===== src/rtl/mini_core_pkg.sv =====
`default_nettype none
// ============================================================================
// Module      : mini_core_pkg
// Description : Opcodes, FSM states and instruction-width helper for mini core.
// Revision    : 1.0
// ============================================================================
package mini_core_pkg;

  localparam logic [1:0] c_op_add  = 2'b00;
  localparam logic [1:0] c_op_sub  = 2'b01;
  localparam logic [1:0] c_op_mul  = 2'b10;
  localparam logic [1:0] c_op_halt = 2'b11;

  typedef enum logic [1:0] {
    ST_IDLE   = 2'd0,
    ST_RUN    = 2'd1,
    ST_DRAIN  = 2'd2,
    ST_HALTED = 2'd3
  } state_t;

  // Instruction = 2-bit opcode followed by src1, src2 and dst addresses.
  function automatic int calc_iw(input int aw);
    return 2 + 3 * aw;
  endfunction

endpackage
`default_nettype wire


===== src/rtl/mc_mul_iter.sv =====
`default_nettype none
// ============================================================================
// Module      : mc_mul_iter
// Description : Shift-add multiplier, one multiplier bit per cycle, DW cycles.
// Revision    : 1.0
// ============================================================================
module mc_mul_iter #(
  parameter int DW = 8
) (
  input  logic          clk,
  input  logic          rst,
  input  logic          start,
  input  logic [DW-1:0] a,
  input  logic [DW-1:0] b,
  output logic          done,
  output logic [DW-1:0] p
);

  localparam int c_cnt_w = $clog2(DW + 1);

  logic [DW-1:0]      r_mcand;
  logic [DW-1:0]      r_mplier;
  logic [DW-1:0]      r_acc;
  logic [c_cnt_w-1:0] r_cnt;
  logic [DW-1:0]      w_sum;

  // The final partial sum is exposed combinationally so the product is usable
  // in the last of the DW cycles rather than one cycle later.
  assign w_sum = r_acc + (r_mplier[0] ? r_mcand : '0);
  assign p     = w_sum;
  assign done  = (r_cnt == c_cnt_w'(1));

  always_ff @(posedge clk or negedge rst) begin
    if (!rst) begin
      r_mcand  <= '0;
      r_mplier <= '0;
      r_acc    <= '0;
      r_cnt    <= '0;
    end else if (start) begin
      r_mcand  <= a;
      r_mplier <= b;
      r_acc    <= '0;
      r_cnt    <= c_cnt_w'(DW);
    end else if (r_cnt != '0) begin
      r_acc    <= w_sum;
      r_mcand  <= r_mcand << 1;
      r_mplier <= r_mplier >> 1;
      r_cnt    <= r_cnt - c_cnt_w'(1);
    end
  end

endmodule
`default_nettype wire


===== src/rtl/mini_core_pipe.sv =====
`default_nettype none
// ============================================================================
// Module      : mini_core_pipe
// Description : IF/LD/EX/WB memory-to-memory core with forwarding, iterative MUL.
// Revision    : 1.0
// ============================================================================
module mini_core_pipe
  import mini_core_pkg::*;
#(
  parameter int DW = 8,
  parameter int AW = 6,
  parameter int PW = 5,
  localparam int IW = calc_iw(AW)
) (
  input  logic          clk,
  input  logic          rst,
  input  logic          start,
  input  logic          iload_en,
  input  logic [PW-1:0] iload_addr,
  input  logic [IW-1:0] iload_data,
  input  logic          dload_en,
  input  logic [AW-1:0] dload_addr,
  input  logic [DW-1:0] dload_data,
  input  logic [AW-1:0] dbg_addr,
  output logic [DW-1:0] dbg_data,
  output logic          busy,
  output logic          halted,
  output logic [15:0]   instret,
  output logic [15:0]   cycles
);

  logic [IW-1:0] r_imem [0:(2**PW)-1];
  logic [DW-1:0] r_dmem [0:(2**AW)-1];

  state_t        r_state;
  state_t        w_state_nxt;
  logic [PW-1:0] r_pc;

  logic          r_ld_valid;
  logic [IW-1:0] r_ld_ir;
  logic          r_ex_valid;
  logic [1:0]    r_ex_op;
  logic [DW-1:0] r_ex_a;
  logic [DW-1:0] r_ex_b;
  logic [AW-1:0] r_ex_dst;
  logic          r_wb_valid;
  logic [DW-1:0] r_wb_res;
  logic [AW-1:0] r_wb_dst;
  logic [15:0]   r_instret;
  logic [15:0]   r_cycles;

  logic [1:0]    w_ld_op;
  logic [AW-1:0] w_ld_src1, w_ld_src2, w_ld_dst;
  logic [DW-1:0] w_opa, w_opb, w_ex_res, w_mul_p;
  logic          w_mul_done, w_mul_start;
  logic          w_idle_like, w_run, w_stall, w_ex_done;
  logic          w_halt_ld, w_issue, w_fetch;
  logic          w_start_ok, w_iload_ok, w_dload_ok;

  assign w_ld_op   = r_ld_ir[IW-1 -: 2];
  assign w_ld_src1 = r_ld_ir[3*AW-1 -: AW];
  assign w_ld_src2 = r_ld_ir[2*AW-1 -: AW];
  assign w_ld_dst  = r_ld_ir[AW-1:0];

  assign w_idle_like = (r_state == ST_IDLE) || (r_state == ST_HALTED);
  assign w_run       = (r_state == ST_RUN);
  assign w_start_ok  = start && w_idle_like;
  assign w_iload_ok  = rst && iload_en && w_idle_like;
  assign w_dload_ok  = rst && dload_en && w_idle_like;

  // Any MUL still iterating freezes IF/LD/pc, which also covers the case of a
  // LD source waiting on that MUL's destination.
  assign w_stall     = r_ex_valid && (r_ex_op == c_op_mul) && !w_mul_done;
  assign w_ex_done   = r_ex_valid && !w_stall;
  assign w_halt_ld   = w_run && r_ld_valid && (w_ld_op == c_op_halt);
  assign w_issue     = w_run && r_ld_valid && (w_ld_op != c_op_halt) && !w_stall;
  assign w_fetch     = w_run && !w_stall && !w_halt_ld;
  assign w_mul_start = w_issue && (w_ld_op == c_op_mul);

  always_comb begin
    w_ex_res = '0;
    case (r_ex_op)
      c_op_add: w_ex_res = r_ex_a + r_ex_b;
      c_op_sub: w_ex_res = r_ex_a - r_ex_b;
      c_op_mul: w_ex_res = w_mul_p;
      default:  w_ex_res = '0;
    endcase
  end

  // Operand selection: EX result beats WB result beats the memory array.
  always_comb begin
    w_opa = r_dmem[w_ld_src1];
    if (w_ex_done && (r_ex_dst == w_ld_src1))
      w_opa = w_ex_res;
    else if (r_wb_valid && (r_wb_dst == w_ld_src1))
      w_opa = r_wb_res;
  end

  always_comb begin
    w_opb = r_dmem[w_ld_src2];
    if (w_ex_done && (r_ex_dst == w_ld_src2))
      w_opb = w_ex_res;
    else if (r_wb_valid && (r_wb_dst == w_ld_src2))
      w_opb = r_wb_res;
  end

  mc_mul_iter #(.DW(DW)) u_mul (
    .clk   (clk),
    .rst   (rst),
    .start (w_mul_start),
    .a     (w_opa),
    .b     (w_opb),
    .done  (w_mul_done),
    .p     (w_mul_p)
  );

  always_ff @(posedge clk or negedge rst) begin
    if (!rst) r_state <= ST_IDLE;
    else      r_state <= w_state_nxt;
  end

  always_comb begin
    w_state_nxt = r_state;
    busy        = 1'b0;
    halted      = 1'b0;
    case (r_state)
      ST_IDLE: begin
        if (start) w_state_nxt = ST_RUN;
      end
      ST_RUN: begin
        busy = 1'b1;
        if (w_halt_ld) w_state_nxt = ST_DRAIN;
      end
      ST_DRAIN: begin
        busy = 1'b1;
        if (!r_ld_valid && !r_ex_valid && !r_wb_valid) w_state_nxt = ST_HALTED;
      end
      ST_HALTED: begin
        halted = 1'b1;
        if (start) w_state_nxt = ST_RUN;
      end
      default: w_state_nxt = ST_IDLE;
    endcase
  end

  always_ff @(posedge clk or negedge rst) begin
    if (!rst) begin
      r_pc       <= '0;
      r_ld_valid <= 1'b0;
      r_ld_ir    <= '0;
      r_ex_valid <= 1'b0;
      r_ex_op    <= c_op_add;
      r_ex_a     <= '0;
      r_ex_b     <= '0;
      r_ex_dst   <= '0;
      r_wb_valid <= 1'b0;
      r_wb_res   <= '0;
      r_wb_dst   <= '0;
    end else if (w_start_ok) begin
      r_pc       <= '0;
      r_ld_valid <= 1'b0;
      r_ex_valid <= 1'b0;
      r_wb_valid <= 1'b0;
    end else if (busy) begin
      // A MUL still iterating sends a bubble to WB.
      r_wb_valid <= w_ex_done;
      r_wb_res   <= w_ex_res;
      r_wb_dst   <= r_ex_dst;
      if (!w_stall) begin
        r_ex_valid <= w_issue;
        r_ex_op    <= w_ld_op;
        r_ex_a     <= w_opa;
        r_ex_b     <= w_opb;
        r_ex_dst   <= w_ld_dst;
      end
      if (w_fetch) begin
        r_ld_valid <= 1'b1;
        r_ld_ir    <= r_imem[r_pc];
        r_pc       <= r_pc + PW'(1);
      end else if (w_halt_ld || !w_stall) begin
        r_ld_valid <= 1'b0;
      end
    end
  end

  always_ff @(posedge clk or negedge rst) begin
    if (!rst) begin
      r_instret <= '0;
      r_cycles  <= '0;
    end else begin
      if (r_wb_valid) r_instret <= r_instret + 16'd1;
      if (busy)       r_cycles  <= r_cycles + 16'd1;
    end
  end

  // Memory arrays are intentionally not reset.
  always_ff @(posedge clk) begin
    if (w_iload_ok) r_imem[iload_addr] <= iload_data;
  end

  always_ff @(posedge clk) begin
    if (r_wb_valid)      r_dmem[r_wb_dst]   <= r_wb_res;
    else if (w_dload_ok) r_dmem[dload_addr] <= dload_data;
  end

  assign dbg_data = r_dmem[dbg_addr];
  assign instret  = r_instret;
  assign cycles   = r_cycles;

endmodule
`default_nettype wire


===== config.mk =====
export PLATFORM = sky130hd
export DESIGN_NAME = mini_core_pipe
export DESIGN_NICKNAME = d
export VERILOG_FILES = /design/src/rtl/mini_core_pkg.sv /design/src/rtl/mc_mul_iter.sv /design/src/rtl/mini_core_pipe.sv
export SDC_FILE = /design/constraint.sdc
export NUM_CORES = 2
export LEC_CHECK = 0
export BUFFER_PORTS_ARGS = -buffer_cell sky130_fd_sc_hd__buf_4
export CAP_MARGIN = 20
export CORE_MARGIN = 5
export CORE_UTILIZATION = 31
export CTS_BUF_LIST = sky130_fd_sc_hd__clkbuf_8
export CTS_CLUSTER_DIAMETER = 120
export DETAILED_ROUTE_END_ITERATION = 10
export HOLD_SLACK_MARGIN = 0.06
export PLACE_DENSITY = 0.48
export SLEW_MARGIN = 10
export SYNTH_ARGS = -nofsm -noshare
export SYNTH_HDL_FRONTEND = slang
export SYNTH_SLANG_ARGS = --single-unit
export TNS_END_PERCENT = 50

===== constraint.sdc =====
create_clock -name clk -period 6.8 [get_ports clk]
set_input_delay 0.34 -clock clk [delete_from_list [all_inputs] [get_ports clk]]
set_output_delay 0.34 -clock clk [all_outputs]
set_load 0.02 [all_outputs]

==> summary.md <==
| Metric | Value |
|---|---|
| Port bufs | 91 |
| Sequential share of power | 38.3% |
| Hold-fix buffers at CTS | 35 |
| Max_cap viols | 0 |
| Clock Skew | 0.0918 ns |
| Hold Path Class | in -> reg |
| Routed via count | 33,600 |
| Clock Latency Late Sink | 1.01 ns |
| CTS tree | built |
| Fin. max-slew vios | 0 |
| Clock transition at path regs | 0.06 ns |
| Comb power frac | 35.6% |
| Post-Syn Area per Cell | 18.9 um^2 |
| Clock sink count | 1,280 |
| Largest net degree at the start of global routing | 72 |
| Least-Margin Pin Slew | 1.17 ns |
| Tcrit/Tclk final | 60.1% |
| Maximum vdd drop | 261 uV |
| Nets | 3,489 |
| Initial antenna violation count | 9 |
| Synth warnings | 0 |
| Drt wl/cell | 30.7 um |
| DRT antenna net count | 0 |
| # resized after CTS | 0 |
| Leak | 22.2 nW |
| Cell-internal power | 17.2 mW |
| Ranking of synthesized cells by area | edfxtp_1, mux4_2, dfrtp_1, nor2_1, nand2_1 |
| Final Hold Viols | 0 |
| Area leader, netlist | edfxtp_1 |
| CP Cell Sequence | buf_4 -> mux4_2 -> mux4_2 -> and2_1 -> a211oi_1 -> a21oi_1 -> mux2i_1 -> o221ai_1 |
| Clk Tree Root Cell | clkbuf_8 |
| Layout area overhead | 15.1% |
| Top sig layer | met5 |
| Min Tclk post-route | 4.09 ns |
| Chip Height | 448 um |
| CP dominant cell by count | mux4_2 |
| Switch share | 36.0% |
| Full die area | 201,000 um^2 |
| CP max-delay cell | dfrtp_4 |
| CTS buffer count | 219 |
| DRC violations left | 0 |
| First-pass GRT wire length | 266,000 um |
| Async S/R FF share, synth | 10.0% |
| Yosys top cell area share | 58.1% |
| Top FF cell, synth | edfxtp_1 |
| Mapped Area | 59,500 um^2 |
| Max incr delay on CP | 0.92 ns |
| Postcts setup bufs | 0 |
| Die width | 448 um |
| GR Overflow Total | 0 |
| DR WL met3 | 12,000 um |
| FMAX | 244 MHz |
| Startpoint types | flip-flop |
| Clock Power Share | 26.1% |
| Status | finished, final reports clean |
| Final WL | 187,000 um |
| Syn_nets | 3,219 |
| CTS Buffer Depth | 3 |
| CP Max Fanout | 42 |
| GR Util All Layers | 18.6% |
| CTS HTree Levels | 4 |
| # rows | 160 |
| Switching power | 9.69 mW |
| Register area share after synthesis | 63.5% |
| Crit. End Element | flip-flop |
| Core Area | 191,000 um^2 |
| Worst setup path category | reg -> reg |
| RD Place Congestion | 0.821 |
| Final setup fails | 0 |
| Initial Utilization | 31.2% |
| Slew margin rel. | 22.0% |
| Hold slack | 0.206 ns |
| Met1 WL | 81,700 um |
| Share of cells above drive strength 1 | 35.8% |
| RSZ-0062 raised after global routing | no |
| WP data arrival | 4.88 ns |
| EDFF count, synth | 1,152 |
| R2R Setup Slk | 2.71 ns |
| Post-Syn Instances | 3,142 |
| IO Pins | 92 |
| Number of global-route vias before repair | 34,600 |
| Seq cells post-synth | 1,280 |
| Post-route setup TNS | 0 ns |
| Pwr/cell area | 393 nW/um^2 |
| Synth unique cells | 71 |
| Avg Vias per Cell | 5.51 |
| DRT iter0 DRCs | 3,180 |
| Post-DP HPWL | 115,000 um |
| Critical Path RT | 7.59 ns |
| Met2 routed WL | 87,100 um |
| First-pass DRT Iterations | 6 |
==> power by group through the flow <==
| stage | registers (mW) | logic [mW] | clock network [mW] |
|---|---|---|---|
| 2_1_floorplan | 9.88 | 6.67 | 0 |
| 3_3_place_gp | 10.5 | 9.57 | 0 |
| 3_5_place_dp | 10.5 | 9.62 | 0 |
| 4_1_cts | 10.3 | 9.67 | 7.23 |
| 5_1_grt | 10.4 | 10.2 | 7.58 |
| 6_report | 10.3 | 9.59 | 7.03 |
==> synth_stat cells (6+ instances only) <==
library cell and instances:
and2_1 10, inv_1 30, a221oi_1 7, xor2_1 16, a211oi_1 18, buf_2 56, clkbuf_1 107, mux2_2 34
o21ai_0 52, nand2_1 175, xnor2_1 59, nand3b_1 8, nor3_1 16, and3_1 16, a31oi_1 8, ha_1 25
buf_4 9, nor2_1 183, nand4_1 17, o2111ai_1 6, mux2i_1 64, buf_1 31, dfrtp_1 128, nand2b_1 9
or3_1 12, buf_6 11, a21oi_1 81, a22oi_1 9, nor2b_1 15, edfxtp_1 1152, nand3_1 45, o22ai_1 10
mux4_2 655, o31ai_1 6
==> worst max-delay path, delay by kind of cell (launching register included) <==
kind	cells	cell delay [ns]
AO/OA/AOI/OAI	3	0.97
AND/OR/NAND/NOR	1	0.17
multiplexers	3	1.12
buffers and inverters	1	0.72
flip-flops	1	0.92
==> final cells by class <==
type | instances | area, um^2
fill | 17800 | 122000
sequential | 1280 | 37800
multi-input combinational | 1616 | 20800
clock buffer | 225 | 3100
antenna | 3 | 7.51
timing repair buffer | 263 | 2260
inverter | 32 | 120
clock inverter | 172 | 1280
tap | 2511 | 3140
==> cells in the final DEF, fill, tap and decap left out, types with 9 or more instances in the layout <==
master and count:
edfxtp_1 1152, mux4_2 655, clkbuf_8 225, buf_4 210, nand2_1 175, nor2_1 125
dfrtp_1 113, inv_1 100, a21oi_1 81, mux2i_1 64, xnor2_1 59, nor2_2 58
o21ai_0 52, clkinv_1 47, nand3_1 45, dlygate4sd3_1 34, mux2_2 33, clkinv_2 27
ha_1 25, a211oi_1 18, nand4_1 17, nor3_1 16, xor2_1 16, nor2b_1 15
and3_1 15, or3_1 12, bufinv_16 12, buf_12 11, and2_1 10, o22ai_1 10
nand2b_1 9, a22oi_1 9
==> sequential cells by signal, summed over array words and instances (netlist names), 8 cells and up <==
register        count
u_mul.r_acc         8
r_wb_res            8
u_mul.r_mcand       8
r_ex_b              8
instret            16
r_ld_ir            20
r_ex_a              8
u_mul.r_mplier      8
r_imem            640
r_dmem            512
cycles             16
==> stage by stage <==
stage	cells	util, %	total power [mW]	area [um^2]	setup WS [ns]
after CTS	6097	35.9	27.2	68500	2.61
final	6102	36.0	26.9	68500	2.71
after global placement	5662	33.4	20.0	63700	2.64
after floorplan	3142	-	16.5	59500	3.69
after global routing	6101	36.0	28.2	68500	2.48
after detailed placement	5665	33.4	20.1	63700	2.68
==> layer usage <==
layer | vias to the layer above | global-route usage [%]
met5 | - | 0
met4 | 2 | 6.39
met3 | 289 | 3.75
met2 | 1305 | 28.8
met1 | 18300 | 26.2
li1 | 13700 | -
==> logic make-up after synthesis <==
| group | after synthesis | share of synthesized area (%) |
|---|---|---|
| AOI/OAI and AO/OA | 235 | 2.47 |
| muxes | 753 | 26.5 |
| DFF | 1280 | 63.5 |
| adders and majority gates | 27 | 0.593 |
| buffers and inverters | 246 | 1.86 |
| and+or+nand+nor | 526 | 3.98 |
| xor gates and xnor gates | 75 | 1.10 |
==> worst paths after layout <==
check                                   end  depth (start not counted)         from
max reg2reg                u_mul.r_mcand[3]                          8  r_ld_ir[13]
min reg2reg                      cycles[15]                          1   cycles[15]
max in group asynchronous  u_mul.r_mcand[1]                          5          rst
min in group asynchronous         cycles[2]                          4          rst
min                                 r_pc[3]                          3        start
max                        u_mul.r_mcand[3]                          8  r_ld_ir[13]
Power figures use the tool's default switching activity.
